==> src/rtl/instr_fetch_if.sv <==
// instr_fetch_if: instruction-memory request/grant/response bus.
interface instr_fetch_if;
    logic        req;
    logic [31:0] addr;
    logic        gnt;
    logic        rvalid;
    logic [31:0] rdata;
    modport master(output req, addr, input gnt, rvalid, rdata);
    modport slave(input req, addr, output gnt, rvalid, rdata);
endinterface

==> src/rtl/instr_fetch.sv <==
// instr_fetch: fetch PC, credit-limited imem requests, in-order instruction queue
// and redirect handling that drops in-flight wrong-path responses.
module instr_fetch #(
    parameter logic [31:0] RESET_PC   = 32'h0000_0000,
    parameter int          FIFO_DEPTH = 2
) (
    input  logic                 clk,
    input  logic                 rst_n,
    input  logic                 stall_i,
    input  logic                 redirect_i,
    input  logic [31:0]          redirect_pc_i,
    instr_fetch_if.master        imem,
    output logic [31:0]          if_instr_o,
    output logic [31:0]          if_pc_o,
    output logic                 if_valid_o
);
    localparam int AW = $clog2(FIFO_DEPTH);
    localparam int CW = AW + 1;

    logic [31:0]   tag_q   [FIFO_DEPTH];
    logic [31:0]   q_pc_q  [FIFO_DEPTH];
    logic [31:0]   q_instr_q [FIFO_DEPTH];
    logic [31:0]   pc_q, pc_d;
    logic [AW-1:0] wp_q, wp_d, rp_q, rp_d, twp_q, twp_d, trp_q, trp_d;
    logic [CW-1:0] cnt_q, cnt_d, out_q, out_d, drop_q, drop_d;
    logic          fire, rsp, keep, pop;

    // Credit counts queued plus in-flight (including to-be-dropped) fetches.
    assign imem.req   = rst_n && !redirect_i && (cnt_q + out_q) < CW'(FIFO_DEPTH);
    assign imem.addr  = pc_q;
    assign if_valid_o = cnt_q != '0 && !redirect_i;
    assign if_instr_o = if_valid_o ? q_instr_q[rp_q] : '0;
    assign if_pc_o    = if_valid_o ? q_pc_q[rp_q] : '0;

    assign fire = imem.req && imem.gnt;
    assign rsp  = imem.rvalid && out_q != '0;
    assign keep = rsp && drop_q == '0 && !redirect_i;
    assign pop  = if_valid_o && !stall_i;

    always_comb begin
        pc_d   = redirect_i ? redirect_pc_i : fire ? pc_q + 32'd4 : pc_q;
        twp_d  = fire ? twp_q + AW'(1) : twp_q;
        trp_d  = rsp ? trp_q + AW'(1) : trp_q;
        out_d  = out_q + CW'(fire) - CW'(rsp);
        drop_d = redirect_i ? out_q - CW'(rsp) : (rsp && drop_q != '0) ? drop_q - CW'(1) : drop_q;
        wp_d   = redirect_i ? '0 : keep ? wp_q + AW'(1) : wp_q;
        rp_d   = redirect_i ? '0 : pop ? rp_q + AW'(1) : rp_q;
        cnt_d  = redirect_i ? '0 : cnt_q + CW'(keep) - CW'(pop);
    end

    always_ff @(posedge clk or negedge rst_n) begin
        if (!rst_n) begin
            pc_q   <= RESET_PC;
            wp_q   <= '0;
            rp_q   <= '0;
            twp_q  <= '0;
            trp_q  <= '0;
            cnt_q  <= '0;
            out_q  <= '0;
            drop_q <= '0;
        end else begin
            pc_q   <= pc_d;
            wp_q   <= wp_d;
            rp_q   <= rp_d;
            twp_q  <= twp_d;
            trp_q  <= trp_d;
            cnt_q  <= cnt_d;
            out_q  <= out_d;
            drop_q <= drop_d;
        end
    end

    // Storage needs no reset: validity is tracked entirely by the counters.
    always_ff @(posedge clk) begin
        if (fire) tag_q[twp_q] <= pc_q;
        if (keep) begin
            q_pc_q[wp_q]    <= tag_q[trp_q];
            q_instr_q[wp_q] <= imem.rdata;
        end
    end
endmodule

==> src/flat_wrapper.sv <==
// flat-port wrapper written by rule: the top's interface ports become plain ports
module instr_fetch_flat 
#(
    parameter logic [31:0] RESET_PC   = 32'h0000_0000,
    parameter int          FIFO_DEPTH = 2
)
  (clk, rst_n, stall_i, redirect_i, redirect_pc_i, if_instr_o, if_pc_o, if_valid_o, imem_req, imem_addr, imem_gnt, imem_rvalid, imem_rdata);
  instr_fetch_if imem_i ();
  input  logic clk;
  input  logic rst_n;
  input  logic stall_i;
  input  logic redirect_i;
  input  logic [31:0] redirect_pc_i;
  output logic [31:0] if_instr_o;
  output logic [31:0] if_pc_o;
  output logic if_valid_o;
  output wire logic [$bits(imem_i.req)-1:0] imem_req;
  output wire logic [$bits(imem_i.addr)-1:0] imem_addr;
  input wire logic [$bits(imem_i.gnt)-1:0] imem_gnt;
  input wire logic [$bits(imem_i.rvalid)-1:0] imem_rvalid;
  input wire logic [$bits(imem_i.rdata)-1:0] imem_rdata;
  assign imem_req = imem_i.req;
  assign imem_addr = imem_i.addr;
  assign imem_i.gnt = imem_gnt;
  assign imem_i.rvalid = imem_rvalid;
  assign imem_i.rdata = imem_rdata;
  instr_fetch #(.RESET_PC(RESET_PC), .FIFO_DEPTH(FIFO_DEPTH)) u_core (.clk(clk), .rst_n(rst_n), .stall_i(stall_i), .redirect_i(redirect_i), .redirect_pc_i(redirect_pc_i), .imem(imem_i), .if_instr_o(if_instr_o), .if_pc_o(if_pc_o), .if_valid_o(if_valid_o));
endmodule
==> config.mk <==
export PLATFORM = sky130hd
export DESIGN_NAME = instr_fetch_flat
export DESIGN_NICKNAME = d
export VERILOG_FILES = /design/src/rtl/instr_fetch_if.sv /design/src/rtl/instr_fetch.sv /design/src/flat_wrapper.sv
export SDC_FILE = /design/constraint.sdc
export NUM_CORES = 1
export LEC_CHECK = 0
export CORE_MARGIN = 10
export CORE_UTILIZATION = 50
export DETAILED_ROUTE_END_ITERATION = 8
export GPL_TIMING_DRIVEN = 1
export PLACE_DENSITY_LB_ADDON = 0.12
export SYNTH_ARGS = -nofsm -noshare
export SYNTH_HDL_FRONTEND = slang
export SYNTH_SLANG_ARGS = --single-unit
==> constraint.sdc <==
create_clock -name clk -period 12.96 [get_ports clk]
set_input_delay 2.592 -clock clk [delete_from_list [all_inputs] [get_ports clk]]
set_output_delay 2.592 -clock clk [all_outputs]
set_load 0.005 [all_outputs]
==> impl_metrics.toml <==
[status]
outcome = "completed"

[floorplanning]
rows = 50
start_util = 0.5114
core-area_mm2 = 0.01877
io_pins = 168
die_width_um = 158.6
dieArea_mm2 = 0.02514
die_h_um = 158.6

[grt]
grt_pass1_vias = 6195
antenna_found_initial = 0
overflow = 0
grt_max_degree = 67
grt_pass1_wl_mm = 33.63
grtUsageTotal = 0.1711

[flow_run]
cap_violations = 0

[synth]
synth_cell_type_count = 34
postSynthCellCount = 662
synth_ff_type = "edfxtp_1"
synth_top_cell_by_area = "edfxtp_1"
ys_ff_latch = 234
yosysWarnings = 0
syn_avg_cell_area_um2 = 14.50
async_flop_share = 0.1795
netlist_area_mm2 = 0.009598
synthTopCellsByArea = "edfxtp_1, dfrtp_1, mux2i_1"
synth_edf_count = 192
synth_nets = 738
ys_seq_area_frac = 0.7102
synthTopCellsByCount = "edfxtp_1, nor2_1, mux2i_1, nand2_1, dfrtp_1"
synth_top_area_frac = 0.6007
yosys.cell_count.top_type = "edfxtp_1"

[placed_design]
port_buffers = 167
gp_congestion = 0.8308
dp.cells = 1035
dp_hpwl_mm = 14.21

[cts]
cts_tree = "built"
clkLatencyLatePin_ns = 0.51
postCtsSetupRepairBufs = 0
cts.htree.levels = 1
root_buffer = "clkbuf_16"
cts_sinks = 234
clkTransAtPathRegs_ns = 0.06
ctsHoldBuffers = 0
cts_inserted_buffers = 24
post_cts_resized = 0
cts_buffer_depth = 3

[finish]
final_cells = 1079
nets = 903
diodes = 0
drive_gt1_frac = 0.09822
n_fill_cell = 1380
syn2layout_area_growth_pct = 27.48

[setup_path]
crit_path_end_kind = "output port"
required_ns = 10.37
crit_path_max_fanout = 65
start_kind = "input pin"
crit_arrival_ns = 5.29
critPathKind = "in -> out"

[sta]
drv_slew = 0
skew_ns = 0.006509
finalCritPeriodShare = 0.6080
final.setup.tns_ns = 0
worstMarginPinSlew_ns = 1.284
setup_violations = 0
post-route-min-period_ns = 7.880
hold_slack_ns = 0.5064
hold_violations = 0
fmax_mhz = 126.9
slew_headroom = 0.1408
rsz0062_at_grt = "no"

[power]
vdd_drop_max_uv = 113.9
power_density_mw_per_mm2 = 162.9
power.leakage_nw = 4.096

[drt]
ant_nets = 0
drcViolationCount = 0
dr_total_vias = 5943
wire_per_inst_um = 19.87
drt_pass1_iterations = 5
drt-vias-per-instance = 5.508
wl_mm = 21.44
drt-initial-drc-count = 412

[min_path]
worstHoldPathType = "reg -> reg"
==> final cells by class <==
cell class	instances	area, um2	area share
repair buffers	173	1707	0.1395
multi-input cells	385	2645	0.2162
flip-flops and latches	234	6820	0.5574
well taps	234	292.8	0.02393
clock inverters	16	100.1	0.008181
inverters	9	33.78	0.002761
clock buffers	28	636.9	0.05205
==> path summary, 6_finish.rpt <==
check	from	to	slack (ns)	cells after the start
max	redirect_i	if_pc_o[18]	5.08	7
min	u_core.twp_q$_DFFE_PN0P_	u_core.twp_q$_DFFE_PN0P_	0.51	1
max reg2reg	u_core.cnt_q[1]$_DFF_PN0_	u_core.tag_q[0][29]$_DFFE_PP_	9.76	5
min reg2reg	u_core.twp_q$_DFFE_PN0P_	u_core.twp_q$_DFFE_PN0P_	0.51	1
max in group asynchronous	rst_n	u_core.rp_q$_DFFE_PN0P_	10.27	2
min in group asynchronous	rst_n	u_core.imem.addr[19]$_DFFE_PN0P_	2.18	2
==> state kept, by name (all words and copies together) (netlist names) <==
signal / count
u_core.q_instr_q: 64
u_core.q_pc_q: 64
u_core.out_q: 2
u_core.twp_q: 1
u_core.tag_q: 64
u_core.cnt_q: 2
u_core.wp_q: 1
u_core.drop_q: 2
u_core.imem.addr: 32
u_core.trp_q: 1
u_core.rp_q: 1
==> through the flow <==
step / setup WS [ns] / power (W) / cell area, um2 / utilization
2_1_floorplan: 4.777 / 0.001199 / 9598 / -
3_3_place_gp: 5.193 / 0.001355 / 11500 / 0.6127
3_5_place_dp: 5.060 / 0.001373 / 11500 / 0.6127
4_1_cts: 5.039 / 0.002017 / 12240 / 0.6519
5_1_grt: 4.825 / 0.002091 / 12240 / 0.6519
6_report: 5.080 / 0.001993 / 12240 / 0.6519
==> cell usage in the layout (no fill, tap or decap), drive strengths merged, types with 3 or more instances in the layout <==
master	Yosys	routed
a21oi	3	3
a22oi	3	3
a31oi	6	6
a41oi	3	3
and3	6	6
and4	5	5
buf	8	8
clkbuf	26	28
clkdlybuf4s50	0	165
clkinv	0	14
dfrtp	42	42
edfxtp	192	192
ha	6	6
inv	9	10
mux2	34	34
mux2i	69	69
nand2	45	45
nand3	14	14
nand4	9	9
nor2	83	83
nor2b	4	4
nor3	11	11
nor4	8	8
o211ai	6	6
o21ai	23	23
o31ai	4	4
or4	5	5
xnor2	22	22
xor2	6	6
==> kinds of logic after synthesis <==
kind of cell | share of synthesized area
compound gates | 0.03207
xor+xnor | 0.02555
fa+ha+maj | 0.007821
buf+inv | 0.01682
flops | 0.7102
mux | 0.1118
simple gates | 0.09568
==> critical path, cell delays in order <==
cell and delay [ns]:
buf_2 0.07, buf_4 0.50, inv_1 0.51, o21ai_4 0.50, buf_4 0.49, nor2_1 0.11, clkdlybuf4s50_1 0.48
==> routing by layer <==
metal  vias up  part of all wire  GRT usage
li1       2797                 -          -
met1      2889              0.40     0.2100
met2       225              0.49     0.2896
met3        32             0.081    0.04263
met4         0             0.020    0.05690
met5         -                 0          0
==> where the power goes <==
part / switching [W] / leakage (nW) / internal [W]
combinational: 0.000177 / 1.50 / 0.000193
clock: 0.000271 / 0.369 / 0.000371
sequential: 0.0000739 / 2.23 / 0.000907
(Power assumes the default switching activity.)
